--- config.mk ---
export PLATFORM = sky130hd
export DESIGN_NAME = restoring_divider_flat
export DESIGN_NICKNAME = d
export VERILOG_FILES = /design/src/rtl/restoring_divider_pkg.sv /design/src/rtl/restoring_divider_if.sv /design/src/rtl/restoring_divider_div_step.sv /design/src/rtl/restoring_divider.sv /design/src/flat_wrapper.sv
export SDC_FILE = /design/constraint.sdc
export NUM_CORES = 1
export LEC_CHECK = 0
export CORE_AREA = 2 2 94 96
export DETAILED_ROUTE_END_ITERATION = 12
export DIE_AREA = 0 0 96 98
export PLACE_DENSITY = 0.73
export SLEW_MARGIN = 40
export SYNTH_ARGS = -nofsm -noshare
export SYNTH_HDL_FRONTEND = slang
export SYNTH_SLANG_ARGS = --single-unit
--- constraint.sdc ---
create_clock -name clk -period 6.8 [get_ports clk]
set_input_delay 1.36 -clock clk [delete_from_list [all_inputs] [get_ports clk]]
set_output_delay 1.36 -clock clk [all_outputs]
set_load 0.05 [all_outputs]
--- src/rtl/restoring_divider_pkg.sv ---
// Shared constants for the chroma-path divider: default widths, state encoding
// and the saturated result returned on a zero divisor.
package restoring_divider_pkg;

    localparam int DEF_DW = 16;
    localparam int DEF_FW = 8;

    typedef enum logic [1:0] {
        ST_IDLE = 2'd0,
        ST_CALC = 2'd1,
        ST_DONE = 2'd2
    } state_t;

    localparam logic [DEF_DW-1:0] SAT_QUOTIENT   = '1;
    localparam logic [DEF_FW-1:0] SAT_FRACTIONAL = '1;

endpackage

--- src/rtl/restoring_divider_if.sv ---
// Operand/result handshake bundle between the FIFO read side and the divider.
interface restoring_divider_if
    import restoring_divider_pkg::*;
#(
    parameter int DW = DEF_DW,
    parameter int FW = DEF_FW
);
    logic          in_valid;
    logic [DW-1:0] dividend;
    logic [DW-1:0] divisor;
    logic          rfd;
    logic          out_valid;
    logic          out_ready;
    logic [DW-1:0] quotient;
    logic [FW-1:0] fractional;
    logic          div_by_zero;

    modport master (
        output in_valid, dividend, divisor, out_ready,
        input  rfd, out_valid, quotient, fractional, div_by_zero
    );

    modport slave (
        input  in_valid, dividend, divisor, out_ready,
        output rfd, out_valid, quotient, fractional, div_by_zero
    );
endinterface

--- src/rtl/restoring_divider_div_step.sv ---
// One restoring-division iteration: shift the next dividend bit into the
// remainder, trial-subtract the divisor, keep the difference if it fits.
module div_step
    import restoring_divider_pkg::*;
#(
    parameter int DW = DEF_DW
) (
    input  logic [DW:0]   rem_i,
    input  logic          bit_i,
    input  logic [DW-1:0] divisor_i,
    output logic [DW:0]   rem_o,
    output logic          q_o
);
    logic [DW+1:0] shifted;
    logic [DW:0]   diff;

    // NOTE: every output of a combinational block is assigned on every path,
    // otherwise synthesis infers a latch to hold the old value.
    always_comb begin
        shifted = {rem_i, bit_i};
        diff    = shifted[DW:0] - {1'b0, divisor_i};
        q_o     = (shifted >= {2'b00, divisor_i});
        rem_o   = q_o ? diff : shifted[DW:0];
    end
endmodule

--- src/rtl/restoring_divider.sv ---
// Sequential restoring divider producing floor(dividend * 2^FW / divisor)
// as a 16.8 fixed-point result, one quotient bit per clock.
module restoring_divider
    import restoring_divider_pkg::*;
(
    input  logic         clk,
    input  logic         rst,
    restoring_divider_if.slave bus
);
    localparam int DW = DEF_DW;
    localparam int FW = DEF_FW;
    localparam int RW = DW + FW;
    localparam int CW = $clog2(RW);

    state_t        state_q, state_d;
    logic [CW-1:0] count_q, count_d;
    logic [DW:0]   rem_q,   rem_d;
    logic [RW-1:0] dvd_q,   dvd_d;
    logic [DW-1:0] dvs_q,   dvs_d;
    logic [RW-1:0] res_q,   res_d;
    logic          dbz_q,   dbz_d;

    logic [DW:0]   step_rem;
    logic          step_q;

    div_step #(.DW(DW)) u_div_step (
        .rem_i     (rem_q),
        .bit_i     (dvd_q[RW-1]),
        .divisor_i (dvs_q),
        .rem_o     (step_rem),
        .q_o       (step_q)
    );

    always_comb begin
        state_d = state_q;
        count_d = count_q;
        rem_d   = rem_q;
        dvd_d   = dvd_q;
        dvs_d   = dvs_q;
        res_d   = res_q;
        dbz_d   = dbz_q;

        case (state_q)
            ST_IDLE: begin
                if (bus.in_valid) begin
                    dvs_d   = bus.divisor;
                    dvd_d   = {bus.dividend, {FW{1'b0}}};
                    rem_d   = '0;
                    res_d   = '0;
                    dbz_d   = 1'b0;
                    count_d = CW'(RW - 1);
                    state_d = ST_CALC;
                end
            end
            ST_CALC: begin
                // A zero divisor spends exactly one CALC cycle, so its
                // result appears one clock after the accept edge.
                if (dvs_q == '0) begin
                    res_d   = {SAT_QUOTIENT, SAT_FRACTIONAL};
                    dbz_d   = 1'b1;
                    state_d = ST_DONE;
                end else begin
                    rem_d   = step_rem;
                    res_d   = {res_q[RW-2:0], step_q};
                    dvd_d   = dvd_q << 1;
                    count_d = count_q - 1'b1;
                    if (count_q == '0) begin
                        state_d = ST_DONE;
                    end
                end
            end
            ST_DONE: begin
                if (bus.out_ready) begin
                    state_d = ST_IDLE;
                end
            end
            default: state_d = ST_IDLE;
        endcase
    end

    // NOTE: registers use non-blocking assignments so every flop samples the
    // pre-edge value of the others, independent of statement order.
    always_ff @(posedge clk) begin
        if (rst) begin
            state_q <= ST_IDLE;
            count_q <= '0;
            rem_q   <= '0;
            dvd_q   <= '0;
            dvs_q   <= '0;
            res_q   <= '0;
            dbz_q   <= 1'b0;
        end else begin
            state_q <= state_d;
            count_q <= count_d;
            rem_q   <= rem_d;
            dvd_q   <= dvd_d;
            dvs_q   <= dvs_d;
            res_q   <= res_d;
            dbz_q   <= dbz_d;
        end
    end

    assign bus.rfd         = (state_q == ST_IDLE);
    assign bus.out_valid   = (state_q == ST_DONE);
    assign bus.quotient    = res_q[RW-1:FW];
    assign bus.fractional  = res_q[FW-1:0];
    assign bus.div_by_zero = dbz_q;

endmodule

--- src/flat_wrapper.sv ---
// flat-port wrapper written by rule: the top's interface ports become plain ports
module restoring_divider_flat import restoring_divider_pkg::*;
  (clk, rst, bus_in_valid, bus_dividend, bus_divisor, bus_out_ready, bus_rfd, bus_out_valid, bus_quotient, bus_fractional, bus_div_by_zero);
  restoring_divider_if bus_i ();
  input  logic clk;
  input  logic rst;
  input wire logic [$bits(bus_i.in_valid)-1:0] bus_in_valid;
  input wire logic [$bits(bus_i.dividend)-1:0] bus_dividend;
  input wire logic [$bits(bus_i.divisor)-1:0] bus_divisor;
  input wire logic [$bits(bus_i.out_ready)-1:0] bus_out_ready;
  output wire logic [$bits(bus_i.rfd)-1:0] bus_rfd;
  output wire logic [$bits(bus_i.out_valid)-1:0] bus_out_valid;
  output wire logic [$bits(bus_i.quotient)-1:0] bus_quotient;
  output wire logic [$bits(bus_i.fractional)-1:0] bus_fractional;
  output wire logic [$bits(bus_i.div_by_zero)-1:0] bus_div_by_zero;
  assign bus_i.in_valid = bus_in_valid;
  assign bus_i.dividend = bus_dividend;
  assign bus_i.divisor = bus_divisor;
  assign bus_i.out_ready = bus_out_ready;
  assign bus_rfd = bus_i.rfd;
  assign bus_out_valid = bus_i.out_valid;
  assign bus_quotient = bus_i.quotient;
  assign bus_fractional = bus_i.fractional;
  assign bus_div_by_zero = bus_i.div_by_zero;
  restoring_divider u_core (.clk(clk), .rst(rst), .bus(bus_i));
endmodule
After elaboration in Yosys (flattened, before gate mapping)
Index checks and enable logic that the tools add are counted.
{"block": "totals", "ff_bits": 89, "out_inout_bits": 27, "word_cells": 47, "in_bits": 36}
{"block": "op_classes", "eq_ne": 7, "n_reduce_logical": 9, "magnitude_cmp": 1, "n_addsub": 2, "mux": 21}
{"op": "24-bit 2-to-1 mux", "count": 4}
{"op": "24-bit case mux with 2 select lines", "count": 2}
{"op": "17-bit 2-to-1 mux", "count": 3}
{"op": "17-bit case mux with 2 select lines", "count": 1}
{"op": "18-bit by 16-bit greater-or-equal comparator with 1-bit output", "count": 1}
{"op": "17-bit by 16-bit subtractor with 17-bit output", "count": 1}
{"op": "16-bit zero test", "count": 1}
{"op": "5-bit 2-to-1 mux", "count": 2}
{"op": "5-bit case mux with 2 select lines", "count": 1}
{"op": "3-bit AND reduction", "count": 3}
{"op": "2-bit 2-to-1 mux", "count": 4}
{"op": "2-bit inequality test (second input constant)", "count": 3}
{"op": "2-bit case mux with 3 select lines", "count": 1}
{"op": "5-bit zero test", "count": 1}
{"op": "5-bit by 1-bit subtractor with 5-bit output (second input constant)", "count": 1}
{"op": "2-bit AND reduction", "count": 2}
{"op": "3-bit by 1-bit inequality test with 1-bit output (second input constant)", "count": 1}
{"op": "2-bit by 1-bit == test with 1-bit output (second input constant)", "count": 1}
{"op": "2-bit == test (second input constant)", "count": 1}
{"op": "2-bit zero test", "count": 1}
{"op": "1-bit 2-to-1 mux", "count": 2}
{"op": "2-bit by 1-bit inequality test with 1-bit output (second input constant)", "count": 1}
{"op": "1-bit case mux with 2 select lines", "count": 1}
{"op": "2-bit nonzero test", "count": 1}

Depth between registers and ports, before layout
{"block": "logic_depth", "depth_word": 4, "depth_mapped": 12, "mapped_depth_nobuf": 10}

Modules after synthesis
A second synthesis with hierarchy kept.
{"block": "hier_totals", "cells_unflattened": 541, "area_unflattened_um2": 4455.5}
{"mod": "restoring_divider", "seq_area_each_um2": 1621.6, "cells_per_inst": 378, "area_per_inst_um2": 3295.7, "instances": 1}
{"mod": "div_step", "seq_area_each_um2": 0.0, "cells_per_inst": 163, "area_per_inst_um2": 1159.9, "instances": 1}

Least setup slack after synthesis
OpenSTA, ideal clock, no wires.
{"block": "synth_path", "kind": "reg-to-reg", "from": "register u_core.dvs_q[11]", "to": "register u_core.rem_q[15]", "n_path_buf": 3, "arrival_ns": 2.473, "setup_time_ns": 0.088, "path_stages_with_launch": 12, "required_time_ns": 6.712, "period_less_slack_ns": 2.561, "setup_slack_ns": 4.239, "cell_sequence": "dfxtp_1 -> inv_1 -> ha_1 -> buf_6 -> a21o_1 -> a221o_1 -> a21oi_1 -> or4b_1 -> buf_2 -> buf_6 -> and3_4 -> nor4_2"}
{"block": "synth_via", "elab_chain_cells": 4, "word_cells_on_any_way": 8, "classes_between": "add/sub: 1; order compare: 1; eq/ne: 1; mux: 3; reduce/logical: 2"}
{"item": "start: declaration", "line_no": "restoring_divider.sv:19", "rtl": "logic [DW-1:0] dvs_q, dvs_d;"}
{"item": "start signal: assignment", "line_no": "restoring_divider.sv:97", "rtl": "dvs_q <= dvs_d;"}
{"item": "17-bit by 16-bit subtractor with 17-bit output or 18-bit by 16-bit greater-or-equal comparator with 1-bit output (tied branches)", "line_no": "restoring_divider_div_step.sv:21, restoring_divider_div_step.sv:22"}
{"item": "17-bit 2-to-1 mux", "line_no": "restoring_divider_div_step.sv:23", "rtl": "rem_o = q_o ? diff : shifted[DW:0];"}
{"item": "17-bit 2-to-1 mux", "line_no": "restoring_divider.sv:58", "rtl": "if (dvs_q == '0) begin"}
{"item": "17-bit case mux with 2 select lines", "line_no": "restoring_divider.sv:43", "rtl": "case (state_q)"}
{"item": "end signal: assignment", "line_no": "restoring_divider.sv:95", "rtl": "rem_q <= rem_d;"}
{"item": "end: declaration", "line_no": "restoring_divider.sv:17", "rtl": "logic [DW:0] rem_q, rem_d;"}
Parallel ways exist; a longest one is shown, timed or not. The select of a mux whose other input is x is not followed.
A chain may end at the register's enable or synchronous reset.

Final worst setup path
{"block": "layout_path", "from": "input bus_in_valid", "to": "register u_core.rem_q[14]"}
{"block": "layout_via", "elab_chain_cells": 2}
{"item": "start: declaration", "line_no": "flat_wrapper.sv:7", "rtl": "input wire logic [$bits(bus_i.in_valid)-1:0] bus_in_valid;"}
{"item": "2-bit inequality test (no source line)"}
{"item": "3-bit AND reduction (no source line)"}
Every way passes these cells.

==> results by group <==
Floorplanning
  • # IOs: 63
  • Row Count: 34
  • Initial core utilization: 48.3%
  • Die height: 98 µm
  • Die area: 9410 µm²
  • Die Span X: 96 µm
  • Core area: 8470 µm²

Critical path
  • CP most frequent cell: nand2_1
  • R2r startpoint: u_core.dvs_q[11]
  • Reg-to-Reg End: u_core.rem_q[15]
  • Path type of the worst setup path: in2reg
  • CP Capture Type: flop
  • Buffers and inverters on the worst path: 1
  • CP peak stage delay: 0.61 ns
  • CP Cell Sequence: clkdlybuf4s50_1 -> nand2_1 -> nand2_2 -> nor2_2 -> nand2_1 -> o211ai_1
  • CP Launch Type: input pin
  • Slowest-stage cell, CP: nor2_2
  • Critical Path RT: 7.06 ns
  • Worst EP arrival: 3.74 ns
  • Reg2reg setup slack: 3.70 ns
  • Reg2Reg Depth: 8
  • Delay-heaviest family, CP: simple AND/OR/NAND/NOR gates
  • Worst Path Max Fanout: 34

Placed design
  • Post-DP HPWL: 6500 µm
  • Post-DP Area: 4720 µm²
  • Gpl congestion: 0.893
  • Port bufs: 62
  • DP Worst Slack: 2.96 ns

Timing
  • Final Hold Viols: 0
  • Worst slew margin: 48.4%
  • Final setup violation count: 0
  • Slew @ Worst Pin: 0.766 ns
  • Clock Skews: 0.00999 ns
  • RSZ-0062 raised after global routing: false
  • Fin crit period: 3.48 ns
  • Setup ws final: 3.32 ns
  • Setup TNS: 0 ns
  • Crit share post-route: 51.1%
  • Hold slack final: 0.463 ns
  • Final Max Tran Viols: 0
  • F_max: 0.288 GHz

Clocking
  • Cts hold-fix bufs: 0
  • CTS root buffer: clkbuf_8
  • Clock Latency Late Sink: 0.34 ns
  • Clk buf depth: 2
  • Clock transition at path regs: 0.08 ns
  • Post-CTS Resized: 0
  • H-tree levels: 3
  • CTS buffer count: 9
  • CTS tree: done
  • Clock Sink Count: 81
  • Postcts setup bufs: 0

Finish
  • Area of the multi-input gates: 2240 µm²
  • Layout Nets: 619
  • Core Util, Final: 58.2%
  • FF+latch area: 1620 µm²
  • Design area: 4930 µm²
  • Filler cell count: 746
  • Antenna cells: 0
  • Layout cells sized above 1: 4.93%
  • Area delta synth->final: 20.6%

Synth
  • Synth cell types: 54
  • Synth Cell Area: 4090 µm²
  • Syn nets: 576
  • Avg Inst Size Synth: 7.85 µm²
  • Post-synth EDFFs: 0
  • Top post-synthesis cells by area: dfxtp_1 (40%), nand2_1 (9.9%), a21oi_1 (7.3%)
  • Seq/Total Area, Yosys: 39.7%
  • Synthesized instance count: 521
  • Yosys warning total: 0
  • Top-count cell post-synth: nand2_1
  • Synth cell count leaders: nand2_1 (108), dfxtp_1 (81), a21oi_1 (60), nor2_1 (36), o21ai_0 (36)
  • Number of synthesized register bits: 81
  • Async SR Flop Fraction: 0%
  • Biggest area consumer among synthesized cells: dfxtp_1
  • Top_reg_cell synth: dfxtp_1
  • Post-synth top area share: 39.7%

Hold path
  • Hold Path End: u_core.res_q[10]
  • Worst hold start: u_core.res_q[10]
  • Worst Hold Class: reg2reg
  • Hold Path Depth: 2

Global route
  • Vias in the first global route: 3,658
  • Total gr overflow: 0
  • First-pass GRT wire length: 16,100 µm
  • Initial antenna violation count: 0
  • Overall Global Routing Usage: 21.1%
  • Pin count of the biggest net entering global routing: 70

Drt
  • Drt first pass iters: 4
  • Detail-routed net length per standard cell: 14.0 µm
  • DRT antenna net count: 0
  • Via density: 5.53
  • Initial DRC count: 169
  • Vias: 3,735
  • Drt drc: 0
  • Total Wirelength: 9490 µm

Pwr
  • Power Dens Cells: 300 nW/µm²
  • Worst vdd ir: 143 µV
  • LEAKAGE: 1.82 nW

Run status
  • Status: completed

Flow run
  • Max Cap Violations: 0
-- layout make-up --
cell class / instances / share of cell area, %
well taps: 108 / 2.74
inverters: 22 / 1.67
flip-flops and latches: 81 / 32.9
clock inverters: 3 / 1.32
clock buffers: 12 / 2.94
multi-input cells: 385 / 45.5
repair buffers: 65 / 12.9
-- per-layer routing --
layer  GRT usage [%]  vias to the layer above  wire [µm]  share of wire [%]
li1                -                     1891          -                  -
met1            27.4                     1766       4420                 47
met2            34.5                       68       4560                 48
met3            4.24                       10        389                4.1
met4            7.25                        0        119                1.3
met5               0                        -          0                  0
-- cells in the final DEF (no fill, tap or decap), types with 2 or more instances in the layout --
master	count
mux2i_1	14
o21a_1	2
a22o_1	2
o21ai_0	36
nor2b_1	3
nand4_1	2
nor3_1	6
and3_4	2
a211oi_1	2
inv_1	22
o21ai_1	12
a21o_1	4
nand3_1	4
bufinv_16	2
a221oi_1	2
clkbuf_8	10
nand2b_1	7
o21bai_1	2
nor4b_1	3
nor2_1	35
dfxtp_1	81
nor4_1	5
ha_1	18
clkbuf_1	2
xnor2_1	6
xor2_1	5
o211ai_1	2
or3_1	3
clkdlybuf4s50_1	61
a311oi_1	16
nand2_1	107
buf_4	3
a21oi_1	60
-- power by group --
group | internal (mW) | leakage [nW] | switching, mW
combinational | 0.232 | 1.05 | 0.318
clock | 0.215 | 0.106 | 0.167
sequential | 0.516 | 0.662 | 0.0300
total | 0.963 | 1.82 | 0.515
-- kinds of logic after synthesis --
group,count (synthesis),share of synthesized area (%)
muxes,14,3.43
adders and majority gates,19,6.00
buffers and inverters,55,5.69
and+or+nand+nor,190,20.9
xor gates and xnor gates,11,2.36
DFF,81,39.7
AOI/OAI and AO/OA,151,21.9
-- through the flow --
| stage | total power [mW] | std cells |
|---|---|---|
| after global placement | 1.09 | 661 |
| after global routing | 1.56 | 676 |
| after CTS | 1.48 | 676 |
| after floorplan | 0.999 | 521 |
| after detailed placement | 1.10 | 661 |
| final | 1.48 | 676 |
-- worst max path at each step --
stage,from,to,slack [ns],cells past startpoint
4_1_cts,bus_in_valid,u_core.rem_q[14],3.30,6
3_3_place_gp,bus_in_valid,u_core.rem_q[1],2.43,5
2_1_floorplan,u_core.dvs_q[11],u_core.rem_q[15],4.24,11
6_report,bus_in_valid,u_core.rem_q[14],3.32,6
5_1_grt,bus_in_valid,u_core.rem_q[14],3.05,6
3_5_place_dp,bus_in_valid,u_core.rem_q[1],2.96,5
-- worst register-to-register path: cells and delay by family, from the launching register on --
family / cells / cell delay [ns]
DFF: 1 / 0.36
buffers and inverters: 1 / 0.06
adders and majority gates: 1 / 0.40
AOI/OAI and AO/OA: 3 / 0.73
and+or+nand+nor: 3 / 1.47
-- sequential cells by signal, summed over array words and instances, names as in the netlist --
| register | flops |
|---|---|
| u_core.res_q | 24 |
| u_core.rem_q | 17 |
| u_core.dvd_q | 16 |
| u_core.dvs_q | 16 |
| u_core.count_q | 5 |
| u_core.state_q | 2 |
| u_core.bus.div_by_zero | 1 |
No activity file was read; power rests on OpenSTA's default activity.
